## config.mk

```make
export PLATFORM = sky130hd
export DESIGN_NAME = ps_data_filter
export DESIGN_NICKNAME = d
export VERILOG_FILES = /design/src/rtl/ps_data_filter.sv
export SDC_FILE = /design/constraint.sdc
export NUM_CORES = 1
export LEC_CHECK = 0
export ABC_AREA = 1
export CAP_MARGIN = 20
export CORE_MARGIN = 2
export CORE_UTILIZATION = 45
export CTS_BUF_LIST = sky130_fd_sc_hd__clkbuf_4 sky130_fd_sc_hd__clkbuf_8
export CTS_CLUSTER_SIZE = 25
export DETAILED_ROUTE_END_ITERATION = 10
export PLACE_DENSITY = 0.62
export SYNTH_ARGS = -nofsm -noshare
export SYNTH_HDL_FRONTEND = slang
export SYNTH_SLANG_ARGS = --single-unit
```

## constraint.sdc

```tcl
create_clock -name CLK -period 3.12 [get_ports CLK]
set_input_delay 0.624 -clock CLK [delete_from_list [all_inputs] [get_ports CLK]]
set_output_delay 0.624 -clock CLK [all_outputs]
set_load 0.05 [all_outputs]
```

## src/rtl/ps_data_filter.sv

```systemverilog
// Boxcar moving-average filter conditioning raw proximity samples for the level comparator.
// Defining PS_FILT_SPIKE_REJECT_EN adds spike rejection of outlier samples while in RUN.

module ps_data_filter #(
  parameter int            DW          = 18,
  parameter int            LOG2_N      = 3,
  parameter int            TIMEOUT_CYC = 50000000,
  parameter logic [DW-1:0] SPIKE_TH    = 18'h01000,
  parameter int            SPIKE_MAX   = 3
) (
  input  logic          CLK,
  input  logic          RESET_N,
  input  logic [DW-1:0] SAMPLE_IN,
  input  logic          SAMPLE_VLD,
  input  logic          CLR,
  output logic [DW-1:0] PS_DATA,
  output logic          PS_VLD,
  output logic          PS_READY,
  output logic          STALE
);

  localparam int               N         = 1 << LOG2_N;
  localparam int               SW        = DW + LOG2_N;
  localparam int               TW        = $clog2(TIMEOUT_CYC + 1);
  localparam logic [TW-1:0]    TO_MAX    = TW'(TIMEOUT_CYC);
  localparam logic [LOG2_N:0]  FILL_LAST = (LOG2_N + 1)'(N - 1);
  localparam logic [DW-1:0]    FAR_VAL   = {DW{1'b1}};

  typedef enum logic {
    S_FILL = 1'b0,
    S_RUN  = 1'b1
  } state_t;

  state_t            state_q, state_d;
  logic [LOG2_N-1:0] wr_q, wr_d;
  logic [LOG2_N:0]   fill_q, fill_d;
  logic [SW-1:0]     sum_q, sum_d;
  logic [DW-1:0]     buf_q [N];
  logic              pub_q, pub_d;
  logic [DW-1:0]     ps_data_q, ps_data_d;
  logic              ps_vld_q, ps_vld_d;
  logic              ps_ready_q, ps_ready_d;
  logic [TW-1:0]     to_cnt_q, to_cnt_d;
  logic              stale_q, stale_d;
  logic              accept_s;
  logic [DW-1:0]     evict_s;

`ifdef PS_FILT_SPIKE_REJECT_EN
  localparam int            RW      = $clog2(SPIKE_MAX + 1);
  localparam logic [RW-1:0] REJ_MAX = RW'(SPIKE_MAX);

  logic [RW-1:0] rej_q, rej_d;
  logic [DW-1:0] diff_s;
  logic          spike_s;

  // Outlier detection against the published mean; forced acceptance after SPIKE_MAX rejects
  always_comb begin
    diff_s   = (SAMPLE_IN >= ps_data_q) ? (SAMPLE_IN - ps_data_q) : (ps_data_q - SAMPLE_IN);
    spike_s  = (state_q == S_RUN) && (diff_s > SPIKE_TH) && (rej_q != REJ_MAX);
    accept_s = SAMPLE_VLD && !CLR && !spike_s;
    if (CLR) begin
      rej_d = '0;
    end else if (accept_s) begin
      rej_d = '0;
    end else if (SAMPLE_VLD) begin
      rej_d = rej_q + RW'(1);
    end else begin
      rej_d = rej_q;
    end
  end

  // Consecutive-reject counter
  always_ff @(posedge CLK or negedge RESET_N) begin
    if (!RESET_N) begin
      rej_q <= '0;
    end else begin
      rej_q <= rej_d;
    end
  end
`else
  // Every strobe is taken unless a flush coincides with it
  always_comb begin
    accept_s = SAMPLE_VLD && !CLR;
  end
`endif

  // Oldest term leaving the window; zero while filling so stale buffer contents never matter
  always_comb begin
    evict_s = (state_q == S_RUN) ? buf_q[wr_q] : '0;
  end

  // Window bookkeeping, fill/run sequencing and output publication
  always_comb begin
    state_d    = state_q;
    wr_d       = wr_q;
    fill_d     = fill_q;
    sum_d      = sum_q;
    pub_d      = 1'b0;
    ps_data_d  = ps_data_q;
    ps_vld_d   = 1'b0;
    ps_ready_d = ps_ready_q;
    if (CLR) begin
      state_d    = S_FILL;
      wr_d       = '0;
      fill_d     = '0;
      sum_d      = '0;
      ps_data_d  = FAR_VAL;
      ps_ready_d = 1'b0;
    end else begin
      ps_vld_d = pub_q;
      if (pub_q) begin
        ps_data_d  = sum_q[SW-1:LOG2_N];
        ps_ready_d = 1'b1;
      end else begin
        ps_data_d  = ps_data_q;
        ps_ready_d = ps_ready_q;
      end
      if (accept_s) begin
        // The evicted term is already part of the sum, so this cannot underflow
        sum_d = sum_q + SW'(SAMPLE_IN) - SW'(evict_s);
        wr_d  = wr_q + LOG2_N'(1);
        case (state_q)
          S_FILL: begin
            fill_d = fill_q + (LOG2_N + 1)'(1);
            if (fill_q == FILL_LAST) begin
              state_d = S_RUN;
              pub_d   = 1'b1;
            end else begin
              state_d = S_FILL;
              pub_d   = 1'b0;
            end
          end
          S_RUN: begin
            pub_d = 1'b1;
          end
          default: begin
            state_d = S_FILL;
          end
        endcase
      end else begin
        sum_d = sum_q;
      end
    end
  end

  // Saturating idle counter behind STALE
  always_comb begin
    if (SAMPLE_VLD) begin
      to_cnt_d = '0;
    end else if (to_cnt_q == TO_MAX) begin
      to_cnt_d = to_cnt_q;
    end else begin
      to_cnt_d = to_cnt_q + TW'(1);
    end
    stale_d = (to_cnt_d == TO_MAX);
  end

  // Main state and output registers
  always_ff @(posedge CLK or negedge RESET_N) begin
    if (!RESET_N) begin
      state_q    <= S_FILL;
      wr_q       <= '0;
      fill_q     <= '0;
      sum_q      <= '0;
      pub_q      <= 1'b0;
      ps_data_q  <= FAR_VAL;
      ps_vld_q   <= 1'b0;
      ps_ready_q <= 1'b0;
      to_cnt_q   <= '0;
      stale_q    <= 1'b0;
    end else begin
      state_q    <= state_d;
      wr_q       <= wr_d;
      fill_q     <= fill_d;
      sum_q      <= sum_d;
      pub_q      <= pub_d;
      ps_data_q  <= ps_data_d;
      ps_vld_q   <= ps_vld_d;
      ps_ready_q <= ps_ready_d;
      to_cnt_q   <= to_cnt_d;
      stale_q    <= stale_d;
    end
  end

  // Sample ring buffer
  always_ff @(posedge CLK or negedge RESET_N) begin
    if (!RESET_N) begin
      for (int i = 0; i < N; i++) begin
        buf_q[i] <= '0;
      end
    end else if (accept_s) begin
      buf_q[wr_q] <= SAMPLE_IN;
    end
  end

  assign PS_DATA  = ps_data_q;
  assign PS_VLD   = ps_vld_q;
  assign PS_READY = ps_ready_q;
  assign STALE    = stale_q;

endmodule

```

==> summary by stage, run 1 <==
Critical path
The required time of the critical path is 3.53 ns. Walking the worst path, the cells encountered are nor2_4 -> clkinvlp_4 -> a21oi_2 -> o21ai_1 -> o21ai_1 -> a21oi_2 -> a31oi_2 -> fa_2 -> fa_2 -> inv_2 -> nand3_2 -> nand2_2 -> a21boi_2 -> o21ai_2 -> nand2_1 -> nand2_1 -> nand2_1 -> nand3_1 -> o21ai_1. The sort of element at the end of the critical path is a flip-flop. In this design, the stage delay of the slowest critical-path cell is 0.49 ns. The critical path launch point type is a flip-flop. The critical-path cell with the highest stage delay is fa_2. The path type of the worst setup path is flip-flop to flip-flop. The number of cells on the worst reg-to-reg path is 19. Data on the critical path arrives at its endpoint at 3.76 ns.

Of all nets on the critical path, the largest fanout is 4.

Place
The routability congestion estimate is 0.925. The wire-length estimate of the detail-placed layout is 23300 um. The number of buffers added on ports is 42. The placed cell area is 0.0134 sq mm.

Timing
Setup repair after global routing could not meet its margin everywhere. Of the available clock period, the critical path in the final layout requires 107%. The accumulated negative setup slack is -2.56 ns. Across all setup checks in the final design, the least slack found is -0.229 ns. The number of endpoints with negative hold slack in the final report is 0. The maximum operating frequency is 0.299 GHz.

The setup clock skew after layout is 0.0171 ns. The final count of negative-setup-slack endpoints is 16. Counting I/O delays and the setup requirement, the final critical path takes 3.35 ns.

The slew at the pin with the worst max-slew slack is 0.764 ns. Measured against its own limit, the worst slew margin works out to 48.9%. The total count of max-transition violations in the final report is 0.

Power
The ratio of total power to cell area is 712 mW/mm^2. The static leakage is 0.00722 uW. IR analysis of the VDD net gives a maximum drop of 0.372 mV.

Synthesis
The cell area that synthesis handed to floorplanning was 0.0117 sq mm. The post-synthesis net count is 1532. Synthesis produced a netlist whose cell count is 1467.

Yosys attributes the largest share of cell area to dfrtp_1, nand2_1, o21ai_0, inv_1, a21oi_1. The mean cell area of the mapped netlist is 7.98 sq um. The synthesized netlist devotes 5.75% of its cell area to adder and majority cells. The Yosys warning count is 0. By area, the combinational part of the netlist is dominated by simple AND/OR/NAND/NOR gates.

In this run, synthesis inferred 0 flip-flops with an integrated enable. Of the total synthesized cell area, the portion taken by AND, OR, NAND and NOR gates is 19.9%. The share of the synthesized area in the top cell type is 43.4%.

Summed over all instances, the cell type with the most area after synthesis is dfrtp_1. The main flop type after synthesis is dfrtp_1. Of all flip-flops after synthesis, the portion carrying an async set or reset was 100%. The number of register bits inferred by synthesis is 221. The portion of synthesized area spent on multiplexers is 0%. The share of the Yosys chip area taken by registers is 47.4%. Counting distinct cell types in the post-synthesis netlist gives 42. The compound-cell area share of the yosys netlist is 17.9%.

Summing the areas of all xor and xnor instances in the mapped netlist gives 0.598% of the synthesized area.

Drt
Summing over every cut layer, the via total after detailed routing is 10779. The number of nets with antenna violations after detailed routing is 0. The final layout contains routed wiring with a total length of 35500 um. Using the TritonRoute via totals, the vias-per-cell ratio works out to 5.31. The count of TritonRoute iterations in the first routing pass is 5. In the routed design, unresolved DRC markers number 0. In the detailed route, the total length drawn on met3 is 2040 um. In the final routing, the length of wire on met1 measures 15200 um. The detailed router finished its first iteration with 901 violations. The met2 layer wire length in the routed design is 17100 um. After detailed routing, no signal wire sits above met4. The detail-routed net length per standard cell is 17.5 um.

CTS
The number of levels the H-tree was split into is 2. The number of buffers inserted for hold repair after clock tree synthesis is 0. TritonCTS built the clock tree.

The clock root buffer master is clkbuf_8. Clock-pin slew was measured on the worst setup and hold paths at 0.06 ns. For the worst-skew pair, the clock arrives at the later sink with an insertion delay of 0.55 ns.

The clock passes through at most 3 buffers. CTS saw 221 sinks. In this run, CTS created clock tree buffers numbering 40.

Outcome
The final reports fail on negative setup slack. The flow ran to the end, but the final reports show violations.

GRT
The largest net degree at the start of global routing is 82. Global routing consumed, over all layers together, 26.2% of the routing resources. The initial antenna violation count came to 0. The number of global-route vias before repair was 10646. The final global-route overflow total is 0. The first global-routing pass estimated 55600 um of wire.

Die
The core region is 0.0258 sq mm. The die is 165 um tall. 43 I/O pins were placed. The die area is 0.0273 sq mm. The starting utilization of the core area is 45.4%. In this run the core area contains 59 standard-cell rows. The die is 165 um wide.

Job
The number of maximum-capacitance violations is 0.

Layout
From synthesis to final layout, the design area changed by 34.3%. The top cell types in the final layout, fill and taps aside, are nand2_1, dfrtp_1, o21ai_0. Once layout is done, the placed cells without fillers occupy 0.0157 sq mm.

The final layout contains 1730 nets. The library cell used most frequently in the layout, excluding fill and tap cells, is nand2_1. The utilization of the core after routing is 61.0%. The total inserted antenna cells is 0. Fill cells in the final layout number 2188.

Cells with a size suffix above 1 make up 27.9% of the layout.

Hold path
In this run the worst hold path is classified as input pin to asynchronous set/reset pin.
==> stage by stage <==
| stage | std cells | total power [uW] | hold WS (ns) | setup WS [ns] |
|---|---|---|---|---|
| global placement | 1920 | 6770 | 0.461 | -0.372 |
| detailed placement | 1920 | 6800 | 0.468 | -0.447 |
| floorplan | 1467 | 5430 | 0.328 | 0.0274 |
| finish | 2029 | 11200 | 0.0498 | -0.229 |
| CTS | 2015 | 10600 | 0.0843 | -0.0702 |
| global route | 2029 | 11800 | 0.112 | -0.391 |
==> kinds of logic (layout without fill, tap and decap cells) <==
family,Yosys count,count (layout)
adder cells (fa/ha/maj),43,43
AND/OR/NAND/NOR,548,548
buffers and inverters,254,481
flip-flops,221,221
XOR/XNOR,8,8
AO/OA/AOI/OAI,393,393
==> worst paths after layout <==
kind | to | slack (ns) | start
min reg2reg | PS_DATA[17] | 0.48 | PS_DATA[17]
max reg2reg | sum_q[12] | -0.23 | wr_q[1]
min | buf_q[75] | 0.05 | RESET_N
min in group CLK | PS_DATA[17] | 0.48 | PS_DATA[17]
max in group asynchronous | PS_DATA[8] | 2.17 | RESET_N
max | sum_q[12] | -0.23 | wr_q[1]
==> power by group <==
part           switching, uW  internal (uW)  leakage (uW)  total, uW
sequential               238           3370       0.00276       3610
clock                   1230           1740      0.000459       2970
combinational           2620           2010       0.00400       4630
total                   4090           7110       0.00722      11200
==> routing by layer <==
metal	up-vias	GRT usage (%)
met5	-	0
met4	0	10.1
met3	86	3.80
met2	363	43.5
met1	5148	34.9
li1	5182	-
==> worst max-delay path: cells and delay by family, from the launching register on <==
family	cells	cell delay (ns)
AND/OR/NAND/NOR	7	0.65
flip-flops	1	0.45
buffers and inverters	2	0.29
adder cells (fa/ha/maj)	2	0.86
AO/OA/AOI/OAI	8	0.96
==> flip-flops by register name, indices dropped and copies added, names as in the netlist <==
name,count
buf_q,144
to_cnt_q,26
sum_q,21
PS_DATA,18
fill_q,4
wr_q,3
PS_READY,1
PS_VLD,1
STALE,1
pub_q,1
state_q,1
==> area by class of cell <==
class / instances / area, sq um / area share, %
repair buffers: 208 / 1960 / 12.5
well taps: 335 / 419 / 2.67
inverters: 200 / 781 / 4.96
repair inverters: 2 / 13.8 / 0.0875
clock buffers: 67 / 822 / 5.23
multi-input cells: 992 / 6120 / 38.9
clock inverters: 4 / 50.0 / 0.318
flip-flops and latches: 221 / 5560 / 35.3
==> cell usage after synthesis (14+ instances only) <==
library cell and number:
a21oi_1 120, buf_2 18, o21ai_1 14, ha_1 25
clkbuf_1 28, o21ai_0 212, nor3_1 22, dfstp_2 18
fa_1 18, nand3_1 46, dfrtp_1 203, nor2_1 124
nand2_1 308, inv_1 188
==> repair_timing <==
item	CTS	global route
endpoints found under the hold margin	0	0
pin swaps	67	80
setup endpoints to repair	17	18
resized for setup	193	106
setup buffers	20	15
cloned	5	0
(Power assumes the default switching activity.)
==> inputs of run 2 (changes only) <==
Settings changed: CAP_MARGIN 20 to not set, PLACE_DENSITY 0.62 to 0.6.
Clock period 3.12 ns to 4.3 ns, I/O delays scaled along.
==> run 2 against run 1 <==
Net effect: the flow now finishes without violations; global-route usage fell by 2.3 points; sequential share of layout area rose by 6.1 points; setup slack improved by 0.71 ns; total power down 41%; critical endpoint is now sum_q[18]; highest routed layer unchanged.
==> summary by stage, run 2 (same netlist as run 1, synthesis figures left out) <==
Die
The total core area is 0.0258 sq mm (unchanged). The die outline height came to 165 um (unchanged). The die span in x was 165 um (unchanged). The starting utilization of the core area is 45.4% (unchanged).

The count of boundary I/O pins was 43 (unchanged). The number of placement rows is 59 (unchanged). The die area was 0.0273 sq mm (unchanged).

Power
The static leakage was 0.00630 uW (was 0.00722 uW). The peak supply drop came to 0.280 mV (was 0.372 mV). The ratio of total power to cell area is 497 mW/mm^2 (was 712 mW/mm^2).

Timing
The total count of max-transition violations in the final report is 0 (unchanged). The period utilization is 88.9% (was 107%). The final count of negative-setup-slack endpoints is 0 (was 16). The relative slew slack is 43.4% (was 48.9%).

The setup clock skew after layout came to 0.0135 ns (was 0.0171 ns). Setup repair after global routing missed its margin: false (was true). The accumulated negative setup slack was 0 ns (was -2.56 ns). The slew at the pin with the worst max-slew slack is 0.849 ns (was 0.764 ns). The maximum operating frequency is 0.262 GHz (was 0.299 GHz). The shortest clock period the worst path allows after layout is 3.82 ns (was 3.35 ns). The number of endpoints with negative hold slack in the final report is 0 (unchanged).

Critical path
The data arrival time of the worst path is 4.25 ns (was 3.76 ns). The path type of the worst setup path is flip-flop to flip-flop (unchanged). The required time of the critical path was 4.73 ns (was 3.53 ns). The sort of element at the end of the critical path is a flip-flop (unchanged). The critical path launch point type is a flip-flop (unchanged). The maximum fanout along the worst path came to 12 (was 4).

Layout
Most used cells in the layout excluding fill and tap cells: nand2_1, o21ai_0, dfrtp_1 (was nand2_1, dfrtp_1, o21ai_0). The total inserted antenna cells was 0 (unchanged). The ratio of cells with drive above 1 in the final layout was 9.88% (was 27.9%). The largest register by flop count is buf_q (unchanged). The most frequent standard cell in the layout excluding fill and tap cells was nand2_1 (unchanged).

The final instance area is 0.0134 sq mm (was 0.0157 sq mm). The net count reported at finish is 1583 (was 1730). The filler cell count in the final layout was 2500 (was 2188). The flip-flop count of the largest register, all copies and words added is 144 (unchanged).

The area growth from synthesis to final layout is 14.5% (was 34.3%). The post-route non-filler standard cell count is 1884 (was 2029). Top flop regs: buf_q (144), to_cnt_q (26), sum_q (21) (unchanged).

CTS
The number of levels the H-tree was split into is 2 (unchanged). The clock-pin slew on the worst setup and hold paths is 0.06 ns (about the same). The TritonCTS sink count is 221 (unchanged). The worst-case clock buffer depth was 3 (unchanged). The insertion delay of the later-clocked pin in the worst-skew pair is 0.54 ns (was 0.55 ns). The CTS tree is yes (unchanged). The clock root buffer master is clkbuf_8 (unchanged). The number of CTS-inserted buffers is 40 (unchanged).

Drt
The number of nets with antenna violations after detailed routing is 0 (unchanged). The DRC violation count after routing is 0 (unchanged). The aggregate routed wire length is 31600 um (was 35500 um). The iteration-0 DRC count of the detailed router is 646 (was 901). The detail-routed net length per standard cell is 16.8 um (was 17.5 um). The via count normalized by instance count was 5.24 (was 5.31).

The count of TritonRoute iterations in the first routing pass is 7 (was 5). The via count of the routed design is 9876 (was 10779).

Place
The HPWL reported at the end of detailed placement is 22100 um (was 23300 um). The routability congestion estimate is 0.941 (was 0.925). The placed cell area is 0.0125 sq mm (was 0.0134 sq mm). The cell count after placement is 1811 (was 1920).

The number of buffers added on ports is 42 (unchanged).

GRT
The largest net degree at the start of global routing came to 110 (was 82). The number of global-route vias before repair was 9575 (was 10646). The initial antenna violation count is 0 (unchanged). The all-layer global routing usage was 24.0% (was 26.2%). The first-pass GRT wire length is 50900 um (was 55600 um). The final global-route overflow total was 0 (unchanged).

Outcome
Run status: complete, no violations (was finished with violations).

Job
The number of maximum-capacitance violations is 0 (unchanged).

Hold path
The classification of the worst-slack hold path is input pin to asynchronous set/reset pin (unchanged).
[run 2: cell types whose count changed in the layout (fill, tap and decap cells not counted), moves of 17 or more]
cell / before / now
a21oi_2: 33 / 0
o21ai_0: 165 / 211
a21oi_1: 73 / 120
inv_1: 159 / 188
nand2_1: 282 / 308
buf_4: 131 / 17
ha_1: 8 / 25
o21ai_1: 44 / 15
inv_2: 31 / 9
buf_6: 20 / 0
[run 2: final timing paths]
path                              from           to  slack (ns)  depth (start not counted)
max                            wr_q[0]    sum_q[18]        0.48                         17
min                            RESET_N    buf_q[37]        0.39                          1
max reg2reg                    wr_q[0]    sum_q[18]        0.48                         17
min reg2reg                PS_DATA[17]  PS_DATA[17]        0.47                          2
min in group CLK           PS_DATA[17]  PS_DATA[17]        0.47                          2
max in group asynchronous      RESET_N   buf_q[133]        2.96                          2
[run 2: through the flow]
step	util (%)	power (uW)	worst slack (ns)	hold WS [ns]
after floorplan	-	3940	0.869	0.448
after global placement	48.6	4530	0.403	0.461
after detailed placement	48.6	4540	0.386	0.468
after CTS	52.0	6700	0.521	0.423
after global routing	52.0	7080	0.170	0.466
final	52.0	6660	0.479	0.389
[run 2: layer usage]
| metal | vias up | track usage, % | share of wire [%] |
|---|---|---|---|
| met4 | 0 | 6.82 | 2.5 |
| met5 | - | 0 | 0 |
| met2 | 224 | 39.7 | 47 |
| met1 | 4714 | 33.1 | 46 |
| li1 | 4873 | - | - |
| met3 | 65 | 3.22 | 4.5 |
[run 2: worst max-delay path, cell delays in order, from the launching register on]
cell	delay, ns
dfrtp_2	0.42
inv_1	0.39
buf_4	0.31
nor2_1	0.06
o2111a_1	0.27
a21oi_1	0.22
fa_1	0.45
inv_1	0.07
ha_1	0.21
nand2_1	0.11
nor2_1	0.27
nand4_1	0.14
o21ai_0	0.40
nand2_1	0.13
nand2_1	0.09
nand2_1	0.05
nand3_1	0.07
nand2_1	0.06
[run 2: layout make-up]
cell class	count	area, sq um	share of cell area (%)
clock buffer	69	856	6.38
clock inverter	4	25.0	0.187
inverter	200	751	5.60
multi-input combinational	992	5170	38.5
sequential	221	5550	41.4
tap	335	419	3.13
timing repair buffer	63	633	4.72
[run 2: what timing repair did]
| action | CTS | global route |
|---|---|---|
| setup buffers | 0 | 0 |
| gates resized for setup | 0 | 1 |
| endpoints found under the setup margin | 0 | 2 |
| hold buffers | 0 | 0 |
[run 2: where the power goes]
part           switching (uW)  internal, uW
Combinational            1280           638
Clock                     890          1250
Sequential                163          2440
==> inputs of run 3 (changes only) <==
Settings changed: CORE_MARGIN 2 to 5.
==> run 3 against run 2 <==
Net effect: global-route usage decreased by 1.8 points; via count decreased by 0.19%; setup slack got worse by 0.12 ns; cell count increased by 0.16%; sequential share of layout area decreased by 0.19 points; clock power increased by 7%; register-to-register slack got worse by 0.12 ns; fmax decreased by 3.0%; die area increased by 7.4%.
==> summary by stage, run 3 (same netlist as run 1, synthesis figures left out) <==
Power
The internal power consumption was 4450 uW (was 4330 uW). The total power of the final layout is 6800 uW (was 6660 uW). The clock group share of total power is 33.5% (was 32.1%). The peak supply drop is 0.273 mV (was 0.280 mV). The combinational cell fraction of total power is 28.2% (was 28.8%).

The total net switching power is 2360 uW (was 2330 uW). The share of total power consumed by net switching is 34.6% (was 35.0%). The share of power burned in registers came to 38.3% (was 39.1%). The ratio of total power to cell area is 505 mW/mm^2 (was 497 mW/mm^2). The static leakage was 0.00634 uW (was 0.00630 uW).

CTS
The post-CTS setup buffer count is 0 (unchanged). The number of levels the H-tree was split into is 2 (unchanged). The clock root buffer master is clkbuf_8 (unchanged).

The clock-pin slew on the worst setup and hold paths is 0.06 ns (about the same). The worst-case clock buffer depth is 3 (unchanged). The TritonCTS sink count is 221 (unchanged). The insertion delay of the later-clocked pin in the worst-skew pair came to 0.56 ns (was 0.54 ns). The number of instances resized during post-cts repair is 0 (unchanged). The number of CTS-inserted buffers is 41 (was 40). The CTS tree is yes (unchanged).

The number of buffers inserted for hold repair after clock tree synthesis is 0 (unchanged).

Critical path
The data arrival time of the worst path came to 4.37 ns (was 4.25 ns). The sort of element at the end of the critical path is a flip-flop (unchanged). The critical path launch point type is a flip-flop (unchanged). The maximum fanout along the worst path was 19 (was 12). The required time of the critical path is 4.73 ns (about the same). The path type of the worst setup path is flip-flop to flip-flop (unchanged).

GRT
The initial antenna violation count was 0 (unchanged). The all-layer global routing usage is 22.1% (was 24.0%). The final global-route overflow total is 0 (unchanged). The largest net degree at the start of global routing was 113 (was 110). The number of global-route vias before repair was 10049 (was 9575).

The first-pass GRT wire length is 52300 um (was 50900 um).

Place
The number of buffers added on ports is 42 (unchanged). The minimum setup slack after placement is 0.366 ns (was 0.386 ns). The cell count after placement is 1812 (was 1811). The placed cell area is 0.0125 sq mm (about the same). The routability congestion estimate is 0.914 (was 0.941). The HPWL reported at the end of detailed placement is 22200 um (was 22100 um).

Layout
The largest register by flop count is buf_q (unchanged). The filler cell count in the final layout is 2514 (was 2500). The flip-flop count of the largest register, all copies and words added is 144 (unchanged). The net count reported at finish is 1585 (was 1583). Most used cells in the layout excluding fill and tap cells: nand2_1, o21ai_0, dfrtp_1 (unchanged). The ratio of cells with drive above 1 in the final layout is 10.1% (was 9.88%). The final instance area was 0.0135 sq mm (was 0.0134 sq mm).

The most frequent standard cell in the layout excluding fill and tap cells was nand2_1 (unchanged). The total inserted antenna cells is 0 (unchanged). Top flop regs: buf_q (144), to_cnt_q (26), sum_q (21) (unchanged). The post-route non-filler standard cell count was 1887 (was 1884). The area growth from synthesis to final layout is 15.0% (was 14.5%).

Die
The count of boundary I/O pins is 43 (unchanged). The total core area came to 0.0258 sq mm (about the same). The number of placement rows is 59 (unchanged). The die outline height is 171 um (was 165 um). The starting utilization of the core area is 45.3% (was 45.4%). The die span in x is 171 um (was 165 um). The die area is 0.0293 sq mm (was 0.0273 sq mm).

Drt
The count of TritonRoute iterations in the first routing pass is 5 (was 7). The via count normalized by instance count came to 5.22 (was 5.24). The iteration-0 DRC count of the detailed router is 556 (was 646). The detail-routed net length per standard cell is 16.8 um (about the same). The number of nets with antenna violations after detailed routing is 0 (unchanged). The via count of the routed design was 9857 (was 9876). The aggregate routed wire length was 31700 um (was 31600 um).

The DRC violation count after routing is 0 (unchanged).

Job
The number of maximum-capacitance violations is 0 (unchanged).

Timing
The setup clock skew after layout is 0.0351 ns (was 0.0135 ns). The post-layout worst setup margin is 0.360 ns (was 0.479 ns). The relative slew slack is 43.3% (was 43.4%).

The number of endpoints with negative hold slack in the final report is 0 (unchanged). The maximum operating frequency is 0.254 GHz (was 0.262 GHz). The period utilization was 91.6% (was 88.9%).

The total count of max-transition violations in the final report is 0 (unchanged). The final count of negative-setup-slack endpoints is 0 (unchanged). The shortest clock period the worst path allows after layout is 3.94 ns (was 3.82 ns). The slew at the pin with the worst max-slew slack is 0.851 ns (was 0.849 ns). Setup repair after global routing missed its margin: false (unchanged).

The accumulated negative setup slack was 0 ns (unchanged).

Outcome
Run status: complete, no violations (unchanged).

Hold path
The classification of the worst-slack hold path is input pin to asynchronous set/reset pin (unchanged).
[run 3: changes by cell type in the layout (fill, tap and decap cells not counted)]
cell,previous run,this run
clkinv_8,0,1
bufinv_16,0,2
inv_8,0,1
o21ai_0,211,212
o21ai_1,15,14
clkinvlp_4,2,0
inv_6,0,1
buf_4,17,19
buf_12,4,3
clkbuf_8,54,53
[run 3: routing by layer]
metal | vias to the layer above | track usage [%] | share of wire, %
met5 | - | 0 | 0
met4 | 0 | 6.17 | 2.3
met3 | 56 | 3.29 | 4.0
met2 | 194 | 37.9 | 48
met1 | 4722 | 29.5 | 45
li1 | 4885 | - | -
[run 3: critical path, stage by stage (launching register included)]
cell	delay (ns)
dfrtp_2	0.60
inv_1	0.23
nor2_4	0.18
buf_4	0.28
nand2_1	0.09
o2111a_1	0.17
a21oi_1	0.19
fa_1	0.44
inv_1	0.07
ha_1	0.22
nand2_1	0.12
nor2_1	0.27
nand4_1	0.12
o21ai_0	0.43
nand2_1	0.14
nand2_1	0.09
nand2_1	0.05
nand3_1	0.07
nand2_1	0.05
[run 3: power by group through the flow]
stage          logic, uW  registers (uW)  clock network [uW]
2_1_floorplan       1220            2710                   0
3_3_place_gp        1890            2630                   0
3_5_place_dp        1900            2640                   0
4_1_cts             1920            2610                2340
5_1_grt             2170            2650                2450
6_report            1920            2610                2280
[run 3: worst paths after layout]
kind	from	end	slack, ns	depth (start not counted)
min in group CLK	PS_DATA[17]	PS_DATA[17]	0.47	2
max reg2reg	wr_q[0]	sum_q[18]	0.36	18
min reg2reg	PS_DATA[17]	PS_DATA[17]	0.47	2
max in group asynchronous	RESET_N	PS_DATA[10]	2.96	2
max	wr_q[0]	sum_q[18]	0.36	18
min	RESET_N	buf_q[77]	0.37	1
[run 3: through the flow]
stage	util [%]	hold WS [ns]
after floorplan	-	0.448
after global placement	48.5	0.459
after detailed placement	48.5	0.463
after CTS	52.1	0.416
after global routing	52.1	0.433
final	52.1	0.375
[run 3: cell type report]
cell class / instances / area (sq um) / area share [%]
clock buffer: 68 / 842 / 6.25
timing repair buffer: 64 / 628 / 4.66
inverter: 200 / 751 / 5.57
clock inverter: 7 / 106 / 0.790
tap: 335 / 419 / 3.11
multi-input combinational: 992 / 5170 / 38.4
sequential: 221 / 5550 / 41.2
